$ cat src/rtl/bht_update_scheduler_if.sv
`default_nettype none
// +----------------------------------------------------------------------+
// | Module      : bht_update_scheduler_if                                |
// | Description : Commit-outcome input channel and BHT update port       |
// |               bundled for the BHT update scheduler.                  |
// | Revision    : 1.0 - initial release                                  |
// +----------------------------------------------------------------------+
interface bht_update_scheduler_if #(
  parameter int unsigned IDX_W = 8
);
  // ROB commit side
  logic              commit_valid;
  logic [31:0]       commit_pc;
  logic              commit_taken;
  logic              commit_ready;
  // Soft re-initialisation request
  logic              bht_clear;
  // Predictor update port
  logic              bht_we;
  logic              bht_force;
  logic [IDX_W-1:0]  bht_index;
  logic              bht_taken;
  logic [1:0]        bht_force_val;

  // Requester side (ROB / control)
  modport master (
    output commit_valid, commit_pc, commit_taken, bht_clear,
    input  commit_ready, bht_we, bht_force, bht_index, bht_taken, bht_force_val
  );

  // Scheduler side
  modport slave (
    input  commit_valid, commit_pc, commit_taken, bht_clear,
    output commit_ready, bht_we, bht_force, bht_index, bht_taken, bht_force_val
  );
endinterface
`default_nettype wire

$ cat src/rtl/bht_update_scheduler.sv
`default_nettype none
// +----------------------------------------------------------------------+
// | Module      : bht_update_scheduler                                   |
// | Description : Sole writer of the branch history table. Walks every   |
// |               index with the init value after reset / soft clear,    |
// |               then drains buffered commit outcomes one per cycle.    |
// | Revision    : 1.0 - initial release                                  |
// +----------------------------------------------------------------------+
module bht_update_scheduler #(
  parameter int unsigned DEPTH    = 4,
  parameter int unsigned IDX_W    = 8,
  parameter logic [1:0]  INIT_VAL = 2'b00
) (
  input  logic                     clk,
  input  logic                     rst,
  input  logic                     rdy,
  bht_update_scheduler_if.slave    bus,
  output logic                     init_busy,
  output logic [$clog2(DEPTH):0]   q_count,
  output logic [7:0]               drop_cnt
);

  localparam int unsigned          C_PTR_W    = $clog2(DEPTH);
  localparam int unsigned          C_CNT_W    = C_PTR_W + 1;
  localparam logic [C_CNT_W-1:0]   C_DEPTH    = C_CNT_W'(DEPTH);
  localparam logic [IDX_W-1:0]     C_LAST_IDX = '1;

  typedef enum logic [0:0] {
    ST_INIT = 1'b0,
    ST_RUN  = 1'b1
  } state_e;

  state_e              state_q,     state_d;
  logic [IDX_W-1:0]    init_ctr_q,  init_ctr_d;
  logic                bht_we_q,    bht_we_d;
  logic                bht_force_q, bht_force_d;
  logic [IDX_W-1:0]    bht_index_q, bht_index_d;
  logic                bht_taken_q, bht_taken_d;
  logic [C_CNT_W-1:0]  count_q,     count_d;
  logic [C_PTR_W-1:0]  wr_ptr_q,    wr_ptr_d;
  logic [C_PTR_W-1:0]  rd_ptr_q,    rd_ptr_d;
  logic [7:0]          drop_cnt_q,  drop_cnt_d;
  logic [IDX_W-1:0]    mem_idx_q   [DEPTH];
  logic [IDX_W-1:0]    mem_idx_d   [DEPTH];
  logic [DEPTH-1:0]    mem_taken_q, mem_taken_d;

  logic                w_commit_ready;
  logic                w_push;
  logic                w_drop;
  logic                w_clear;
  logic                w_pop;
  logic [IDX_W-1:0]    w_commit_idx;
  logic                unused_pc_bits;

  // Low two PC bits and everything above the index field do not select an entry
  assign w_commit_idx   = bus.commit_pc[IDX_W+1:2];
  assign unused_pc_bits = ^{bus.commit_pc[31:IDX_W+2], bus.commit_pc[1:0]};

  // Handshake qualifiers; every state change is gated by rdy so a low rdy freezes all
  assign w_commit_ready = (count_q < C_DEPTH);
  assign w_push         = rdy & bus.commit_valid & w_commit_ready;
  assign w_drop         = rdy & bus.commit_valid & ~w_commit_ready;
  assign w_clear        = rdy & bus.bht_clear;
  // A clear wins over a drain so queued outcomes survive until after the walk
  assign w_pop          = rdy & ~w_clear & (state_q == ST_RUN) & (count_q != '0);

  // Next-state logic for the init/run sequencer, the FIFO and the drop counter
  always_comb begin
    state_d     = state_q;
    init_ctr_d  = init_ctr_q;
    bht_we_d    = bht_we_q;
    bht_force_d = bht_force_q;
    bht_index_d = bht_index_q;
    bht_taken_d = bht_taken_q;
    count_d     = count_q;
    wr_ptr_d    = wr_ptr_q;
    rd_ptr_d    = rd_ptr_q;
    drop_cnt_d  = drop_cnt_q;
    mem_idx_d   = mem_idx_q;
    mem_taken_d = mem_taken_q;

    if (rdy) begin
      case (state_q)
        ST_INIT: begin
          if (bus.bht_clear) begin
            init_ctr_d  = '0;
            bht_we_d    = 1'b0;
            bht_force_d = 1'b0;
          end else begin
            bht_we_d    = 1'b1;
            bht_force_d = 1'b1;
            bht_index_d = init_ctr_q;
            bht_taken_d = 1'b0;
            init_ctr_d  = init_ctr_q + 1'b1;
            if (init_ctr_q == C_LAST_IDX) begin
              state_d    = ST_RUN;
              init_ctr_d = '0;
            end
          end
        end
        ST_RUN: begin
          if (bus.bht_clear) begin
            state_d     = ST_INIT;
            init_ctr_d  = '0;
            bht_we_d    = 1'b0;
            bht_force_d = 1'b0;
          end else if (w_pop) begin
            bht_we_d    = 1'b1;
            bht_force_d = 1'b0;
            bht_index_d = mem_idx_q[rd_ptr_q];
            bht_taken_d = mem_taken_q[rd_ptr_q];
          end else begin
            bht_we_d    = 1'b0;
            bht_force_d = 1'b0;
          end
        end
        default: begin
          state_d    = ST_INIT;
          init_ctr_d = '0;
        end
      endcase
    end

    if (w_push) begin
      mem_idx_d[wr_ptr_q]   = w_commit_idx;
      mem_taken_d[wr_ptr_q] = bus.commit_taken;
      wr_ptr_d              = wr_ptr_q + C_PTR_W'(1);
    end
    if (w_pop) begin
      rd_ptr_d = rd_ptr_q + C_PTR_W'(1);
    end
    case ({w_push, w_pop})
      2'b10:   count_d = count_q + C_CNT_W'(1);
      2'b01:   count_d = count_q - C_CNT_W'(1);
      default: count_d = count_q;
    endcase

    if (w_drop && (drop_cnt_q != 8'hFF)) begin
      drop_cnt_d = drop_cnt_q + 8'd1;
    end
  end

  // State registers; reset discards any queued outcomes
  always_ff @(posedge clk or posedge rst) begin
    if (rst) begin
      state_q     <= ST_INIT;
      init_ctr_q  <= '0;
      bht_we_q    <= 1'b0;
      bht_force_q <= 1'b0;
      bht_index_q <= '0;
      bht_taken_q <= 1'b0;
      count_q     <= '0;
      wr_ptr_q    <= '0;
      rd_ptr_q    <= '0;
      drop_cnt_q  <= '0;
      mem_idx_q   <= '{default: '0};
      mem_taken_q <= '0;
    end else begin
      state_q     <= state_d;
      init_ctr_q  <= init_ctr_d;
      bht_we_q    <= bht_we_d;
      bht_force_q <= bht_force_d;
      bht_index_q <= bht_index_d;
      bht_taken_q <= bht_taken_d;
      count_q     <= count_d;
      wr_ptr_q    <= wr_ptr_d;
      rd_ptr_q    <= rd_ptr_d;
      drop_cnt_q  <= drop_cnt_d;
      mem_idx_q   <= mem_idx_d;
      mem_taken_q <= mem_taken_d;
    end
  end

  assign bus.commit_ready  = w_commit_ready;
  assign bus.bht_we        = bht_we_q;
  assign bus.bht_force     = bht_force_q;
  assign bus.bht_index     = bht_index_q;
  assign bus.bht_taken     = bht_taken_q;
  assign bus.bht_force_val = INIT_VAL;
  assign init_busy         = (state_q == ST_INIT);
  assign q_count           = count_q;
  assign drop_cnt          = drop_cnt_q;

endmodule
`default_nettype wire

$ cat src/flat_wrapper.sv
// flat-port wrapper written by rule: the top's interface ports become plain ports
module bht_update_scheduler_flat 
#(
  parameter int unsigned DEPTH    = 4,
  parameter int unsigned IDX_W    = 8,
  parameter logic [1:0]  INIT_VAL = 2'b00
)
  (clk, rst, rdy, init_busy, q_count, drop_cnt, bus_commit_valid, bus_commit_pc, bus_commit_taken, bus_bht_clear, bus_commit_ready, bus_bht_we, bus_bht_force, bus_bht_index, bus_bht_taken, bus_bht_force_val);
  bht_update_scheduler_if #(.IDX_W(IDX_W)) bus_i ();
  input  logic clk;
  input  logic rst;
  input  logic rdy;
  output logic init_busy;
  output logic [$clog2(DEPTH):0] q_count;
  output logic [7:0] drop_cnt;
  input wire logic [$bits(bus_i.commit_valid)-1:0] bus_commit_valid;
  input wire logic [$bits(bus_i.commit_pc)-1:0] bus_commit_pc;
  input wire logic [$bits(bus_i.commit_taken)-1:0] bus_commit_taken;
  input wire logic [$bits(bus_i.bht_clear)-1:0] bus_bht_clear;
  output wire logic [$bits(bus_i.commit_ready)-1:0] bus_commit_ready;
  output wire logic [$bits(bus_i.bht_we)-1:0] bus_bht_we;
  output wire logic [$bits(bus_i.bht_force)-1:0] bus_bht_force;
  output wire logic [$bits(bus_i.bht_index)-1:0] bus_bht_index;
  output wire logic [$bits(bus_i.bht_taken)-1:0] bus_bht_taken;
  output wire logic [$bits(bus_i.bht_force_val)-1:0] bus_bht_force_val;
  assign bus_i.commit_valid = bus_commit_valid;
  assign bus_i.commit_pc = bus_commit_pc;
  assign bus_i.commit_taken = bus_commit_taken;
  assign bus_i.bht_clear = bus_bht_clear;
  assign bus_commit_ready = bus_i.commit_ready;
  assign bus_bht_we = bus_i.bht_we;
  assign bus_bht_force = bus_i.bht_force;
  assign bus_bht_index = bus_i.bht_index;
  assign bus_bht_taken = bus_i.bht_taken;
  assign bus_bht_force_val = bus_i.bht_force_val;
  bht_update_scheduler #(.DEPTH(DEPTH), .IDX_W(IDX_W), .INIT_VAL(INIT_VAL)) u_core (.clk(clk), .rst(rst), .rdy(rdy), .bus(bus_i), .init_busy(init_busy), .q_count(q_count), .drop_cnt(drop_cnt));
endmodule
$ cat config.mk
export PLATFORM = sky130hd
export DESIGN_NAME = bht_update_scheduler_flat
export DESIGN_NICKNAME = d
export VERILOG_FILES = /design/src/rtl/bht_update_scheduler_if.sv /design/src/rtl/bht_update_scheduler.sv /design/src/flat_wrapper.sv
export SDC_FILE = /design/constraint.sdc
export NUM_CORES = 1
export LEC_CHECK = 0
export CORE_MARGIN = 2
export CORE_UTILIZATION = 53
export CTS_CLUSTER_DIAMETER = 60
export DETAILED_ROUTE_END_ITERATION = 16
export GPL_TIMING_DRIVEN = 0
export PLACE_DENSITY_LB_ADDON = 0.2
export SLEW_MARGIN = 20
export SYNTH_ARGS = -nofsm -noshare
export SYNTH_HDL_FRONTEND = slang
export SYNTH_SLANG_ARGS = --single-unit
$ cat constraint.sdc
create_clock -name clk -period 2.5 [get_ports clk]
set_input_delay 0.375 -clock clk [delete_from_list [all_inputs] [get_ports clk]]
set_output_delay 0.375 -clock clk [all_outputs]
set_load 0.02 [all_outputs]
==> results of run 1 <==
state kept, by name, summed over array words and instances, names as in the netlist, 2 cells and up:
name and cells:
u_core.bus.bht_index 8, u_core.drop_cnt 8, u_core.init_ctr_q 8, u_core.mem_idx_q 32
u_core.mem_taken_q 4, u_core.q_count 3, u_core.rd_ptr_q 2, u_core.wr_ptr_q 2
layer usage:
layer | share of wire, % | track usage [%] | vias to the layer above | wire length, um
met2 | 47 | 29.9 | 35 | 3130
met4 | 1.9 | 9.66 | 0 | 125
met3 | 2.9 | 3.81 | 13 | 196
met5 | 0 | 0 | - | 0
met1 | 48 | 30.2 | 1115 | 3210
li1 | - | - | 1028 | -
path summary, 6_finish.rpt:
| check | slack, ns | end | depth (start not counted) | from |
|---|---|---|---|---|
| worst max register to register | 0.38 | u_core.q_count[2] | 8 | u_core.state_q |
| worst min-delay path | 0.32 | u_core.init_ctr_q[4] | 2 | bus_bht_clear |
| worst min register to register | 0.49 | u_core.bus.bht_force | 1 | u_core.bus.bht_force |
| worst max-delay path | 0.38 | u_core.q_count[2] | 8 | u_core.state_q |
| max in group asynchronous | 1.56 | u_core.mem_idx_q[1] | 3 | rst |
| min in group asynchronous | 0.39 | u_core.drop_cnt[7] | 2 | rst |
cells in the final DEF, fill, tap and decap left out, drive strengths merged, types with 2 or more instances in the layout:
master	Yosys	layout
mux2	39	39
conb	1	2
inv	13	13
and4	2	2
o2bb2ai	5	5
o21a	5	5
and3	4	4
nand3	6	6
nor3	6	6
a21oi	12	12
mux4	9	9
clkinv	0	2
xor2	3	3
clkdlybuf4s50	0	35
nor2b	2	2
buf	8	9
xnor2	8	8
o21ai	5	5
ha	7	7
nand4	5	5
clkbuf	1	14
mux2i	9	9
nor2	15	15
dfrtp	71	71
nand2	12	12
cell families after synthesis:
kind of cell	count (synthesis)	synth area share [%]
fa+ha+maj	8	2.99
simple gates	58	11.4
mux	57	24.1
buf+inv	22	3.66
flops	71	49.4
other cells	1	0.104
xor+xnor	11	2.68
compound gates	32	5.61
power by group:
group / switching [mW] / internal (mW)
registers: 0.293 / 1.55
logic: 0.589 / 0.898
clock network: 0.418 / 0.540
total: 1.30 / 2.99
layout make-up:
class                           instances  share of cell area (%)
Inverter                               13                    1.20
Sequential cell                        71                    41.5
Tap cell                               80                    2.34
Clock inverter                          3                   0.936
Clock buffer                           13                    3.95
Buffer                                  9                    1.93
Timing Repair Buffer                   36                    8.65
Multi-Input combinational cell        168                    39.5
worst max-delay path: cells and delay by family, from the launching register on:
family	cells	cell delay, ns
adders and majority gates	2	0.61
buffers and inverters	2	0.16
and+or+nand+nor	2	0.51
DFF	1	0.46
xor gates and xnor gates	2	0.29
==> impl_metrics.yaml, run 1 <==
logic_synthesis:
  avgSynthCellArea_um2: 13.8
  ys.warnings.count: 0
  yosys_register_bits: 71
  synthesis.area_mm2: 0.00359
  yosys-top-cells-area: "dfrtp_1 49%, mux2_4 15%, mux4_2 5.6%"
  netlist-cell-type-count: 45
  synth-seq-area-share_pct: 49.4
  synth_edf_count: 0
  synth_top_area_cell: "dfrtp_1"
  synth_common_cells: "71 x dfrtp_1, 36 x mux2_4, 15 x nor2_1"
  netlist.area_leader.share_pct: 49.4
  yosysMostFrequentCell: "dfrtp_1"
  syn_inst: 260
  ys.flop_type: "dfrtp_1"
  synthArstFlopShare_pct: 100
floorplan:
  die_w_um: 86.3
  die_y_um: 86.3
  placementRows: 30
  ioPinCount: 64
  start_util_pct: 53.8
  dieArea_mm2: 0.00745
  core_mm2: 0.00668
finish:
  area_delta_synth_final_pct: 19.1
  fin_util_pct: 64.0
  seq_area_mm2: 0.00178
  fin_cells: 393
  diodes: 0
  multi_input_area_mm2: 0.00169
  fin_area_mm2: 0.00428
  nets: 354
  fillerInstances: 521
  drive_gt1_share_pct: 26.8
power_and_ir_drop:
  power.total_mw: 4.29
  power_leakage_nw: 1.93
  ir_worst_vdd_mv: 0.489
  power_density_mw_per_mm2: 1000
cts:
  clkTransAtPathRegs_ns: 0.07
  h-tree-depth: 3
  clock_sinks: 71
  cts_tree: "yes"
  worstSkewPairLatency_ns: 0.34
  clockRootBuffer: "clkbuf_8"
  clockBufferDepth: 2
  post-cts-setup-buffers: 0
  post_cts_resized: 0
  postCtsHoldBufs: 0
  numCtsBuffers: 9
global_routing:
  grt-ovfl-total: 0
  grt_start_max_net_pins: 43
  grtUsageTotal_pct: 20.6
  grt_pass1_wl_um: 11800
  antenna_found_initial: 0
  grt_pass1_vias: 2324
setup_path:
  critical-path-slowest-cell: "dfrtp_1"
  cp-start-kind: "register"
  cp_data_arrival_time_ns: 2.37
  path_class: "register to register"
  max_stage_delay_ns: 0.46
  cp_cell_sequence: "inv_2 > nor4_4 > ha_1 > inv_1 > fa_1 > xor2_1 > nor2_1 > xnor2_1"
  worst_setup_path_end_kind: "register"
  crit_fanout: 7
  cp_data_required_time_ns: 2.76
worst_hold_path:
  hold_path.class: "input port to register"
timing:
  period_needed_ns: 2.12
  worst_slack_ns: 0.385
  min_period_over_period_pct: 84.6
  worst_clock_skew_ns: 0.00832
  fmax_ghz: 0.473
  setup_viol: 0
  drv_slew: 0
  whs_ns: 0.324
  tns_ns: 0
  hold_viol: 0
  rsz0062_at_grt: "no"
placement:
  dp_cells: 377
  io_buffers: 35
  gp_congestion: 0.767
  pre_cts_slack_ns: 0.182
  placed_area_mm2: 0.00407
  dp.final_hpwl_um: 4680
routing:
  ant_nets: 0
  vias: 2191
  wl_um: 6660
  drc_errors: 0
  vias_per_cell: 5.58
  drt_iter0_markers: 91
  dr.pass1.iters: 4
  wire_per_inst_um: 16.9
outcome:
  status: "finished, final reports clean"
job:
  maxCapViolCount: 0
Power figures use the tool's default switching activity.
==> inputs of run 2 (changes only) <==
clock period = 2.1 ns   (was 2.5 ns; I/O delays follow)
==> run 2 against run 1 <==
Flip-flop and latch count did not move. Clock power is 26% higher. Global-route usage fell by 1.2 points. Critical endpoint unchanged.
==> impl_metrics.yaml, run 2 (synthesis results as in run 1) <==
outcome:
  status: "finished, final reports clean"
cts:
  worstSkewPairLatency_ns: 0.33
  clock_sinks: 71
  h-tree-depth: 3
  clockRootBuffer: "clkbuf_8"
  clkTransAtPathRegs_ns: 0.08
  clockBufferDepth: 2
  cts_tree: "yes"
  numCtsBuffers: 9
timing:
  fmax_ghz: 0.514
  setup_viol: 0
  tns_ns: 0
  min_period_over_period_pct: 92.6
  period_needed_ns: 1.94
  drv_slew: 0
  hold_viol: 0
  tightest_slew_ns: 0.613
  whs_ns: 0.276
  rsz0062_at_grt: "no"
  worst_clock_skew_ns: 0.0119
  worst_slack_ns: 0.155
  slew_headroom_pct: 59.0
setup_path:
  max_stage_delay_ns: 0.42
  reg2reg_to: "u_core.q_count[2]"
  cp_cell_sequence: "inv_2 > and3_4 > buf_12 > inv_1 > ha_1 > inv_1 > fa_1 > xor2_1 > nor2_1 > xnor2_1"
  worst_setup_path_end_kind: "register"
  cp-endpoint: "u_core.q_count[2]"
  critical_path.most_common_cell: "inv_1"
  rrSetupSlack_ns: 0.16
  crit_fanout: 8
  r2r-start: "u_core.q_count[2]"
  cp-start-kind: "register"
  reg2regPathDepth: 10
  critical-path-slowest-cell: "dfrtp_2"
  cp_data_arrival_time_ns: 2.19
  cp_data_required_time_ns: 2.35
  startpoint: "u_core.q_count[2]"
  path_class: "register to register"
placement:
  dp.final_hpwl_um: 4630
  placed_area_mm2: 0.00410
  io_buffers: 35
  gp_congestion: 0.804
  dp_cells: 378
  pre_cts_slack_ns: -0.154
routing:
  wl_um: 6590
  vias_per_cell: 5.46
  drt_iter0_markers: 204
  drc_errors: 0
  ant_nets: 0
  dr.pass1.iters: 4
  vias: 2158
  wire_per_inst_um: 16.7
global_routing:
  antenna_found_initial: 0
  top_usage_layer: "met2"
  grtUsageTotal_pct: 19.4
  grt-ovfl-total: 0
  grt_start_max_net_pins: 28
  grt.met1_usage_pct: 28.7
  grt_pass1_vias: 2196
  grt_pass1_wl_um: 11200
  use_met3_pct: 3.05
  grt_use_met2_pct: 29.4
floorplan:
  die_w_um: 86.3
  die_y_um: 86.3
  dieArea_mm2: 0.00745
  ioPinCount: 64
  core_mm2: 0.00668
  placementRows: 30
  start_util_pct: 53.8
finish:
  fin_cells: 395
  multi_input_area_mm2: 0.00169
  largest_register: "u_core.mem_idx_q"
  final_common_cell: "dfrtp_1"
  fin_util_pct: 64.8
  final_cell_mix: "70 x dfrtp_1, 36 x mux2_4, 35 x clkdlybuf4s50_1, 15 x nor2_1, 12 x a21oi_1"
  fillerInstances: 521
  drive_gt1_share_pct: 27.3
  diodes: 0
  nets: 356
  largest_reg_flops: 32
  area_delta_synth_final_pct: 20.5
  fin_area_mm2: 0.00433
  seq_area_mm2: 0.00178
power_and_ir_drop:
  power_leakage_nw: 1.95
  power_density_mw_per_mm2: 1190
  ir_worst_vdd_mv: 0.605
  power.total_mw: 5.17
worst_hold_path:
  hold_path.class: "input port to register"
job:
  maxCapViolCount: 0
run 2: area by class of cell:
cell class | count | share of cell area [%]
Sequential cell | 71 | 41.0
Multi-Input combinational cell | 168 | 39.0
Timing Repair Buffer | 38 | 9.36
Clock buffer | 13 | 3.67
Tap cell | 80 | 2.31
Buffer | 9 | 1.91
Clock inverter | 3 | 1.50
Inverter | 13 | 1.21
run 2: report_power, final:
| group | switching, mW | internal [mW] | total (mW) |
|---|---|---|---|
| clock | 0.480 | 0.734 | 1.21 |
| sequential | 0.346 | 1.84 | 2.19 |
| combinational | 0.693 | 1.07 | 1.77 |
| total | 1.52 | 3.65 | 5.17 |
run 2: worst max-delay path: cells and delay by family (launching register included):
family                     cells  cell delay, ns
xor gates and xnor gates       2            0.28
buffers and inverters          4            0.34
and+or+nand+nor                2            0.29
adders and majority gates      2            0.53
DFF                            1            0.42
run 2: worst min path at each step:
stage	from	to	slack, ns	cells after the start
after detailed placement	u_core.bus.bht_we	u_core.bus.bht_we	0.47	1
after global routing	bus_bht_clear	u_core.init_ctr_q[4]	0.27	2
final	rdy	u_core.init_ctr_q[2]	0.28	2
after global placement	u_core.bus.bht_we	u_core.bus.bht_we	0.46	1
after floorplan	bus_commit_pc[2]	u_core.mem_idx_q[0]	0.46	1
after CTS	rdy	u_core.init_ctr_q[2]	0.27	2
run 2: routing by layer:
metal  vias to the layer above  share of wire, %
li1                       1027                 -
met1                      1081                50
met2                        46                47
met3                         4               2.9
met4                         0              0.67
met5                         -                 0
run 2: timing repair:
item / 4_1_cts / 5_1_grt
gates resized for setup: 0 / 1
buffers inserted: 0 / 1
endpoints found under the setup margin: 0 / 1
hold buffers: 0 / 0
==> inputs of run 3 (changes only) <==
CORE_UTILIZATION = 57   (was 53)
clock period = 2.5 ns   (was 2.1 ns; I/O delays follow)
==> run 3 against run 2 <==
Register-to-register slack improved by 0.20 ns. Sequential power decreased by 16%. Clock-buffer cell count decreased by 4. Combinational power decreased by 15%. Global-route usage increased by 2.4 points. Power decreased by 12%. Core utilization increased by 7.6 points. Clock power about the same. Flip-flop and latch count unchanged. Clock skew decreased by 0.0062 ns. Die area decreased by 6.7%. Highest routed layer unchanged.
==> impl_metrics.yaml, run 3 (synthesis results as in run 1) <==
placement:
  dp_cells: 372
  io_buffers: 35
  gp_congestion: 0.873
  placed_area_mm2: 0.00407
  dp.final_hpwl_um: 4610
cts:
  post_cts_resized: 0
  h-tree-depth: 3
  clock_sinks: 71
  clkTransAtPathRegs_ns: 0.08
  numCtsBuffers: 9
  cts_tree: "yes"
  clockBufferDepth: 2
  clockRootBuffer: "clkbuf_8"
  postCtsHoldBufs: 0
  post-cts-setup-buffers: 0
  worstSkewPairLatency_ns: 0.35
setup_path:
  critical-path-slowest-cell: "dfrtp_1"
  worst_setup_path_end_kind: "register"
  r2r-start: "u_core.state_q"
  crit_fanout: 7
  reg2regPathDepth: 8
  reg2reg_to: "u_core.q_count[2]"
  cp_cell_sequence: "inv_2 > nor4_4 > ha_1 > inv_1 > fa_1 > xor2_1 > nor2_1 > xnor2_1"
  max_stage_delay_ns: 0.46
  path_class: "register to register"
  startpoint: "u_core.state_q"
  cp-start-kind: "register"
  cp_data_required_time_ns: 2.78
  cp-endpoint: "u_core.q_count[2]"
  cp_data_arrival_time_ns: 2.42
  rrSetupSlack_ns: 0.35
floorplan:
  die_y_um: 83.4
  ioPinCount: 64
  die_w_um: 83.4
  placementRows: 28
  core_mm2: 0.00599
  start_util_pct: 60.0
  dieArea_mm2: 0.00696
routing:
  ant_nets: 0
  drc_errors: 0
  wl_um: 6980
  vias: 2204
  drt_iter0_markers: 89
  vias_per_cell: 5.68
  wire_per_inst_um: 18.0
  dr.pass1.iters: 4
finish:
  drive_gt1_share_pct: 27.2
  diodes: 0
  fin_util_pct: 72.5
  fin_area_mm2: 0.00434
  fin_cells: 388
  largest_reg_flops: 32
  area_delta_synth_final_pct: 20.8
  fillerInstances: 392
  nets: 354
  largest_register: "u_core.mem_idx_q"
  final_common_cell: "dfrtp_1"
  final_cell_mix: "71 x dfrtp_1, 36 x mux2_4, 35 x clkdlybuf4s50_1, 15 x nor2_1, 12 x a21oi_1"
global_routing:
  grtUsageTotal_pct: 21.8
  grt-ovfl-total: 0
  grt_pass1_wl_um: 11800
  antenna_found_initial: 0
  grt_pass1_vias: 2219
  grt_start_max_net_pins: 59
power_and_ir_drop:
  p_sw_mw: 1.34
  ir_worst_vdd_mv: 0.711
  sw_frac_of_total_pct: 29.5
  power_leakage_nw: 1.95
  power_density_mw_per_mm2: 1050
  p_int_mw: 3.22
  clockPowerShare_pct: 26.6
  power_frac_comb_pct: 32.8
  seq_power_share_pct: 40.6
job:
  maxCapViolCount: 0
timing:
  worst_clock_skew_ns: 0.00577
  fmax_ghz: 0.466
  setup_viol: 0
  min_period_over_period_pct: 85.8
  hold_viol: 0
  period_needed_ns: 2.15
  drv_slew: 0
  rsz0062_at_grt: "no"
outcome:
  status: "finished, final reports clean"
worst_hold_path:
  hold_path.class: "input port to asynchronous set/reset pin"
[run 3: how the worst min path moves through the flow]
stage                     slack, ns  cells after the start            startpoint                    to
after global routing           0.29                      2                   rst  u_core.mem_idx_q[10]
after floorplan                0.48                      1  u_core.mem_idx_q[10]  u_core.mem_idx_q[10]
after global placement         0.46                      1     u_core.bus.bht_we     u_core.bus.bht_we
final                          0.29                      2                   rst    u_core.wr_ptr_q[0]
after CTS                      0.29                      2                   rst  u_core.mem_idx_q[10]
after detailed placement       0.47                      1  u_core.bus.bht_force  u_core.bus.bht_force
[run 3: worst max-delay path: cells and delay by family (launching register included)]
| family | cells | cell delay (ns) |
|---|---|---|
| adder cells (fa/ha/maj) | 2 | 0.63 |
| AND/OR/NAND/NOR | 2 | 0.55 |
| flip-flops | 1 | 0.46 |
| XOR/XNOR | 2 | 0.27 |
| buffers and inverters | 2 | 0.17 |
[run 3: power by group through the flow]
stage          logic [mW]  clock network [mW]  registers (mW)
2_1_floorplan        1.03                   0            1.88
3_3_place_gp         1.45                   0            1.83
3_5_place_dp         1.50                   0            1.85
4_1_cts              1.51                1.23            1.85
5_1_grt              1.60                1.29            1.90
6_report             1.50                1.21            1.85
[run 3: cell type report]
type	count	area, um^2	share of cell area (%)
plain buffers	9	82.6	1.90
clock buffers	9	124	2.85
inverters	13	51.3	1.18
multi-input cells	168	1690	38.9
flip-flops and latches	71	1780	40.9
clock inverters	7	145	3.34
repair buffers	36	378	8.71
well taps	75	93.8	2.16
[run 3: metrics by stage]
stage | setup slack, ns | setup TNS [ns] | hold WS [ns] | power (mW)
floorplan | 0.328 | 0 | 0.476 | 2.91
detailed placement | 0.192 | 0 | 0.473 | 3.35
global route | 0.229 | 0 | 0.287 | 4.79
global placement | -0.815 | -57.62 | 0.462 | 3.28
finish | 0.355 | 0 | 0.289 | 4.56
CTS | 0.345 | 0 | 0.288 | 4.59
[run 3: layer usage]
metal  vias up  wire length (um)  track usage [%]
met1      1103              3280             30.7
met2        52              3350             34.5
met3        13               253             3.68
li1       1036                 -                -
met5         -                 0                0
met4         0                92             7.75
